**config.mk**
```make
export PLATFORM = sky130hd
export DESIGN_NAME = fullconnect_rd_master
export DESIGN_NICKNAME = d
export VERILOG_FILES = /design/src/rtl/fullconnect_rd_master.sv
export SDC_FILE = /design/constraint.sdc
export NUM_CORES = 2
export LEC_CHECK = 0
export CAP_MARGIN = 0
export CORE_AREA = 10 10 676 678
export CTS_BUF_LIST = sky130_fd_sc_hd__clkbuf_8
export CTS_CLUSTER_DIAMETER = 60
export DETAILED_ROUTE_END_ITERATION = 12
export DIE_AREA = 0 0 686 688
export GPL_ROUTABILITY_DRIVEN = 0
export PLACE_DENSITY = 0.43
export SLEW_MARGIN = 15
export SYNTH_ARGS = -nofsm -noshare
export SYNTH_HDL_FRONTEND = slang
export SYNTH_SLANG_ARGS = --single-unit
export TNS_END_PERCENT = 5
```
**constraint.sdc**
```tcl
create_clock -name clk -period 14.8 [get_ports clk]
set_input_delay 1.48 -clock clk [delete_from_list [all_inputs] [get_ports clk]]
set_output_delay 1.48 -clock clk [all_outputs]
set_load 0.02 [all_outputs]
```
**src/rtl/fullconnect_rd_master.sv**
```systemverilog
// Avalon-MM read master for a fully connected layer. It fetches Len_i consecutive
// words, starting at BaseAddr_i, over a zero-latency Avalon read port and streams
// them out in order through a small output FIFO.
module fullconnect_rd_master #(
    parameter int AvalonByteEnable_WIDTH = 64,
    parameter int AvalonData_WIDTH       = 512,
    parameter int LEN_WIDTH              = 16,
    parameter int FIFO_DEPTH             = 4
) (
    input  logic                              clk,
    input  logic                              rstn,
    input  logic                              Start_i,
    input  logic [63:0]                       BaseAddr_i,
    input  logic [LEN_WIDTH-1:0]              Len_i,
    output logic                              Busy_o,
    output logic                              Done_o,
    output logic [63:0]                       RdMstAddr_o,
    output logic                              RdMstRead_o,
    output logic                              RdMstWrite_o,
    output logic [AvalonByteEnable_WIDTH-1:0] RdMstByteEnable_o,
    output logic [AvalonData_WIDTH-1:0]       RdMstWriteData_o,
    input  logic [AvalonData_WIDTH-1:0]       RdMstReadData_i,
    output logic                              RdMstLock_o,
    input  logic                              RdMstWaitReq_i,
    output logic [AvalonData_WIDTH-1:0]       StrmData_o,
    output logic                              StrmValid_o,
    input  logic                              StrmReady_i
);

    localparam int PW = $clog2(FIFO_DEPTH);
    localparam int CW = PW + 1;
    localparam logic [CW-1:0] DEPTH_C  = CW'(FIFO_DEPTH);
    localparam logic [63:0]   STRIDE_C = 64'(AvalonByteEnable_WIDTH);

    localparam logic [1:0] S_IDLE  = 2'd0;
    localparam logic [1:0] S_READ  = 2'd1;
    localparam logic [1:0] S_DRAIN = 2'd2;
    localparam logic [1:0] S_DONE  = 2'd3;

    logic [1:0]                  state_q, state_d;
    logic [63:0]                 addr_q, addr_d;
    logic [LEN_WIDTH-1:0]        remaining_q, remaining_d;
    logic [PW-1:0]               wr_ptr_q, rd_ptr_q;
    logic [CW-1:0]               count_q;
    logic [AvalonData_WIDTH-1:0] mem_q [FIFO_DEPTH];

    logic fifo_empty;
    logic fifo_full;
    logic rd_req;
    logic accept;
    logic pop;

    assign fifo_empty = (count_q == '0);
    assign fifo_full  = (count_q == DEPTH_C);
    // Reads are only requested while there is room, so a granted word always fits.
    assign rd_req     = (state_q == S_READ) && !fifo_full;
    assign accept     = rd_req && !RdMstWaitReq_i;
    assign pop        = !fifo_empty && StrmReady_i;

    // Next-state logic: latch the request in IDLE, count words down in READ,
    // wait for the FIFO to empty in DRAIN, pulse DONE for one cycle.
    always_comb begin
        state_d     = state_q;
        addr_d      = addr_q;
        remaining_d = remaining_q;
        case (state_q)
            S_IDLE: begin
                if (Start_i) begin
                    addr_d      = BaseAddr_i;
                    remaining_d = Len_i;
                    state_d     = (Len_i != '0) ? S_READ : S_DONE;
                end
            end
            S_READ: begin
                if (accept) begin
                    addr_d      = addr_q + STRIDE_C;
                    remaining_d = remaining_q - LEN_WIDTH'(1);
                    if (remaining_q == LEN_WIDTH'(1)) begin
                        state_d = S_DRAIN;
                    end
                end
            end
            S_DRAIN: begin
                // The cycle that pops the last word already counts as empty.
                if (fifo_empty || ((count_q == CW'(1)) && pop)) begin
                    state_d = S_DONE;
                end
            end
            S_DONE:  state_d = S_IDLE;
            default: state_d = S_IDLE;
        endcase
    end

    // Control state registers; reset abandons any transfer in flight.
    always_ff @(posedge clk or negedge rstn) begin
        if (!rstn) begin
            state_q     <= S_IDLE;
            addr_q      <= '0;
            remaining_q <= '0;
        end else begin
            state_q     <= state_d;
            addr_q      <= addr_d;
            remaining_q <= remaining_d;
        end
    end

    // FIFO pointers and occupancy; a simultaneous push and pop keeps the count.
    always_ff @(posedge clk or negedge rstn) begin
        if (!rstn) begin
            wr_ptr_q <= '0;
            rd_ptr_q <= '0;
            count_q  <= '0;
        end else begin
            if (accept) begin
                wr_ptr_q <= wr_ptr_q + PW'(1);
            end
            if (pop) begin
                rd_ptr_q <= rd_ptr_q + PW'(1);
            end
            case ({accept, pop})
                2'b10:   count_q <= count_q + CW'(1);
                2'b01:   count_q <= count_q - CW'(1);
                default: count_q <= count_q;
            endcase
        end
    end

    // FIFO storage, no reset so it can map onto plain RAM.
    always_ff @(posedge clk) begin
        if (accept) begin
            mem_q[wr_ptr_q] <= RdMstReadData_i;
        end
    end

    assign Busy_o            = (state_q != S_IDLE);
    assign Done_o            = (state_q == S_DONE);
    assign RdMstAddr_o       = addr_q;
    assign RdMstRead_o       = rd_req;
    assign RdMstWrite_o      = 1'b0;
    assign RdMstByteEnable_o = '1;
    assign RdMstWriteData_o  = '0;
    assign RdMstLock_o       = 1'b0;
    assign StrmValid_o       = !fifo_empty;
    // Gate the head so the stream bus reads zero while nothing is buffered.
    assign StrmData_o        = fifo_empty ? '0 : mem_q[rd_ptr_q];

endmodule

```
==> impl_metrics.json <==
{
  "ys.flop_type": "edfxtp_1",
  "vdd_drop_max_mv": 0.132,
  "fillers": 45346,
  "synth_cell_types": 68,
  "tns_ps": 0,
  "ys_warn_count": 0,
  "final_net_count": 6560,
  "fmax_ghz": 0.138,
  "start_kind": "flop",
  "synth.cell_area_um2": 87300,
  "design.core.area_um2": 444000,
  "crit_required_ps": 13320,
  "cts_tree": "done",
  "grt_overflow": 0,
  "clockRootBuffer": "clkbuf_8",
  "maxSlewHeadroom": 0.242,
  "cts_sinks": 2137,
  "cts_setup_buffers": 0,
  "io_buffers": 1176,
  "detail-route-antenna-nets": 0,
  "r2r_end": "mem_q[0][386]",
  "hold_path.class": "input port to asynchronous set/reset pin",
  "wl_per_cell_um": 24.6,
  "dr_total_vias": 46172,
  "first_pass_iters": 6,
  "critPathKind": "flop to primary output",
  "dp_cells": 11484,
  "critPathCaptureType": "primary output",
  "rsz0062_at_grt": "false",
  "via_per_inst": 3.78,
  "ys_ff_latch": 2137,
  "worstPathArrival_ps": 5750,
  "yosysSeqAreaShare": 0.730,
  "r2r_slack_ps": 9300,
  "drive_above_1_share": 0.171,
  "grt_max_degree": 124,
  "clkTransAtPathRegs_ps": 60,
  "p_per_area_nw_per_um2": 204,
  "grt_use_total": 0.121,
  "area_growth_pct": 27.5,
  "worstPathMaxFanout": 97,
  "fin_worst_skew_ps": 87.8,
  "max_cap_violations": 0,
  "clkLatencyLatePin_ps": 1030,
  "async_flop_share": 0.0416,
  "cts_inserted_buffers": 388,
  "grt_pass1_wl_mm": 409,
  "r2r_start": "state_q[1]",
  "place_area_um2": 104000,
  "power.leakage_nw": 36.2,
  "die_area_um2": 472000,
  "drtIter0Drc": 2745,
  "grt_pass1_vias": 49597,
  "dieHeight_um": 688,
  "hold_violations": 0,
  "finalCritPeriodShare": 0.489,
  "antenna_found_initial": 166,
  "clockBufferDepth": 4,
  "postCtsHoldBufs": 0,
  "mostFrequentLayoutCells": "edfxtp_1, clkdlybuf4s50_1, conb_1",
  "status": "finished, final reports clean",
  "min_period_ps": 7230,
  "multiInputGateArea_um2": 20500,
  "drc": 0,
  "syn-mean-instance-area_um2": 19.2,
  "fp-row-count": 245,
  "fin_area_um2": 111000,
  "slew_viol_final": 0,
  "initial_core_util": 0.197,
  "setup_violations": 0,
  "h-tree-depth": 5,
  "tightest_slew_ps": 1140,
  "cts_resized": 0,
  "layout_commonest_cell": "edfxtp_1",
  "dpl.hpwl_mm": 210,
  "synth_edf_count": 2048,
  "cp-endpoint": "StrmData_o[245]",
  "fin_cells": 12218,
  "crit_start": "count_q[0]",
  "syn_inst": 4540,
  "seq_area_um2": 63700,
  "pin_count": 1755,
  "die_width_um": 686,
  "wl_mm": 300,
  "final_util": 0.251,
  "rr_worst_depth": 8
}
through the flow:
| step | setup WS [ps] | hold slack (ps) | power (mW) |
|---|---|---|---|
| 2_1_floorplan | 458 | 475 | 13.5 |
| 3_3_place_gp | 8400 | 462 | 18.1 |
| 3_5_place_dp | 8370 | 478 | 18.1 |
| 4_1_cts | 7080 | 258 | 23.4 |
| 5_1_grt | 6950 | 336 | 23.9 |
| 6_report | 7570 | 437 | 22.8 |
registers in the layout, summed over array words and instances, names as in the netlist:
signal	flops
state_q	2
RdMstAddr_o	64
remaining_q	16
rd_ptr_q	2
count_q	3
mem_q	2048
wr_ptr_q	2
final cells by class:
class                      count  area share
timing repair buffer        1241       0.112
multi-input combinational   2152       0.184
inverter                      26    0.000877
clock inverter               297      0.0146
antenna                       43    0.000967
tap                         5928      0.0666
clock buffer                 394      0.0487
sequential                  2137       0.572
worst min-delay path by stage:
stage,startpoint,to,slack [ps],cells after the start
2_1_floorplan,count_q[1],count_q[1],480,2
3_3_place_gp,RdMstAddr_o[5],RdMstAddr_o[5],460,2
3_5_place_dp,RdMstAddr_o[3],RdMstAddr_o[3],480,2
4_1_cts,rstn,remaining_q[8],260,1
5_1_grt,rstn,remaining_q[12],340,1
6_report,rstn,remaining_q[5],440,1
cell usage after synthesis, drive strengths merged (3+ instances only):
cell type     n  area [um^2]
edfxtp     2048        61500
buf         674         4710
and2        524         3280
mux4        512        11500
clkbuf      127          477
dfrtp        89         2230
nand2        61          229
o21ai        54          270
nor2         52          195
a22oi        40          300
mux2i        33          330
nor3         32          170
nand3        30          150
a21oi        26          130
inv          26         97.6
nand4        26          190
nor4         26          196
ha           17          213
o22ai        13         81.3
or4          13          101
o31ai        11         82.6
or3          11         68.8
and3         10         67.6
nand2b        8         50.1
nor3b         8         65.1
and4          7         61.3
a221o         6         60.1
a31oi         5         31.3
a21o          4         30.0
xnor2         4         35.0
a311oi        3         26.3
mux2          3         33.8
o211ai        3         22.5
o221ai        3         26.3
power breakdown:
group | switching, mW | total, mW | internal (mW)
registers | 0.385 | 7.84 | 7.46
clock network | 2.51 | 5.15 | 2.64
logic | 5.63 | 9.77 | 4.14
total | 8.53 | 22.8 | 14.2
worst max-delay path: stages, from the launching register on:
cell and delay, ps:
dfrtp_1 410, inv_1 90, ha_1 270, nand2b_4 380, buf_4 730, buf_4 790
buf_4 740, and2_1 330, clkdlybuf4s50_1 650
cells by family (layout without fill, tap and decap cells):
family | count (synthesis) | count (layout) | share of synthesized area
AO/OA/AOI/OAI | 187 | 187 | 0.0141
flip-flops | 2137 | 2137 | 0.730
XOR/XNOR | 6 | 6 | 0.000602
AND/OR/NAND/NOR | 816 | 816 | 0.0559
adder cells (fa/ha/maj) | 17 | 17 | 0.00244
multiplexers | 548 | 548 | 0.136
other | 2 | 621 | 0.0000860
buffers and inverters | 827 | 1958 | 0.0605
routing by layer:
layer / part of all wire / wire, um / track usage / vias up
met3: 0.076 / 22900 / 0.0395 / 686
met1: 0.35 / 106000 / 0.128 / 23912
met4: 0.030 / 9140 / 0.0362 / 78
met2: 0.54 / 161000 / 0.227 / 1809
li1: - / - / - / 19687
met5: 0.0018 / 528 / 0 / -
Note: power is estimated with default switching activity, not from simulation.
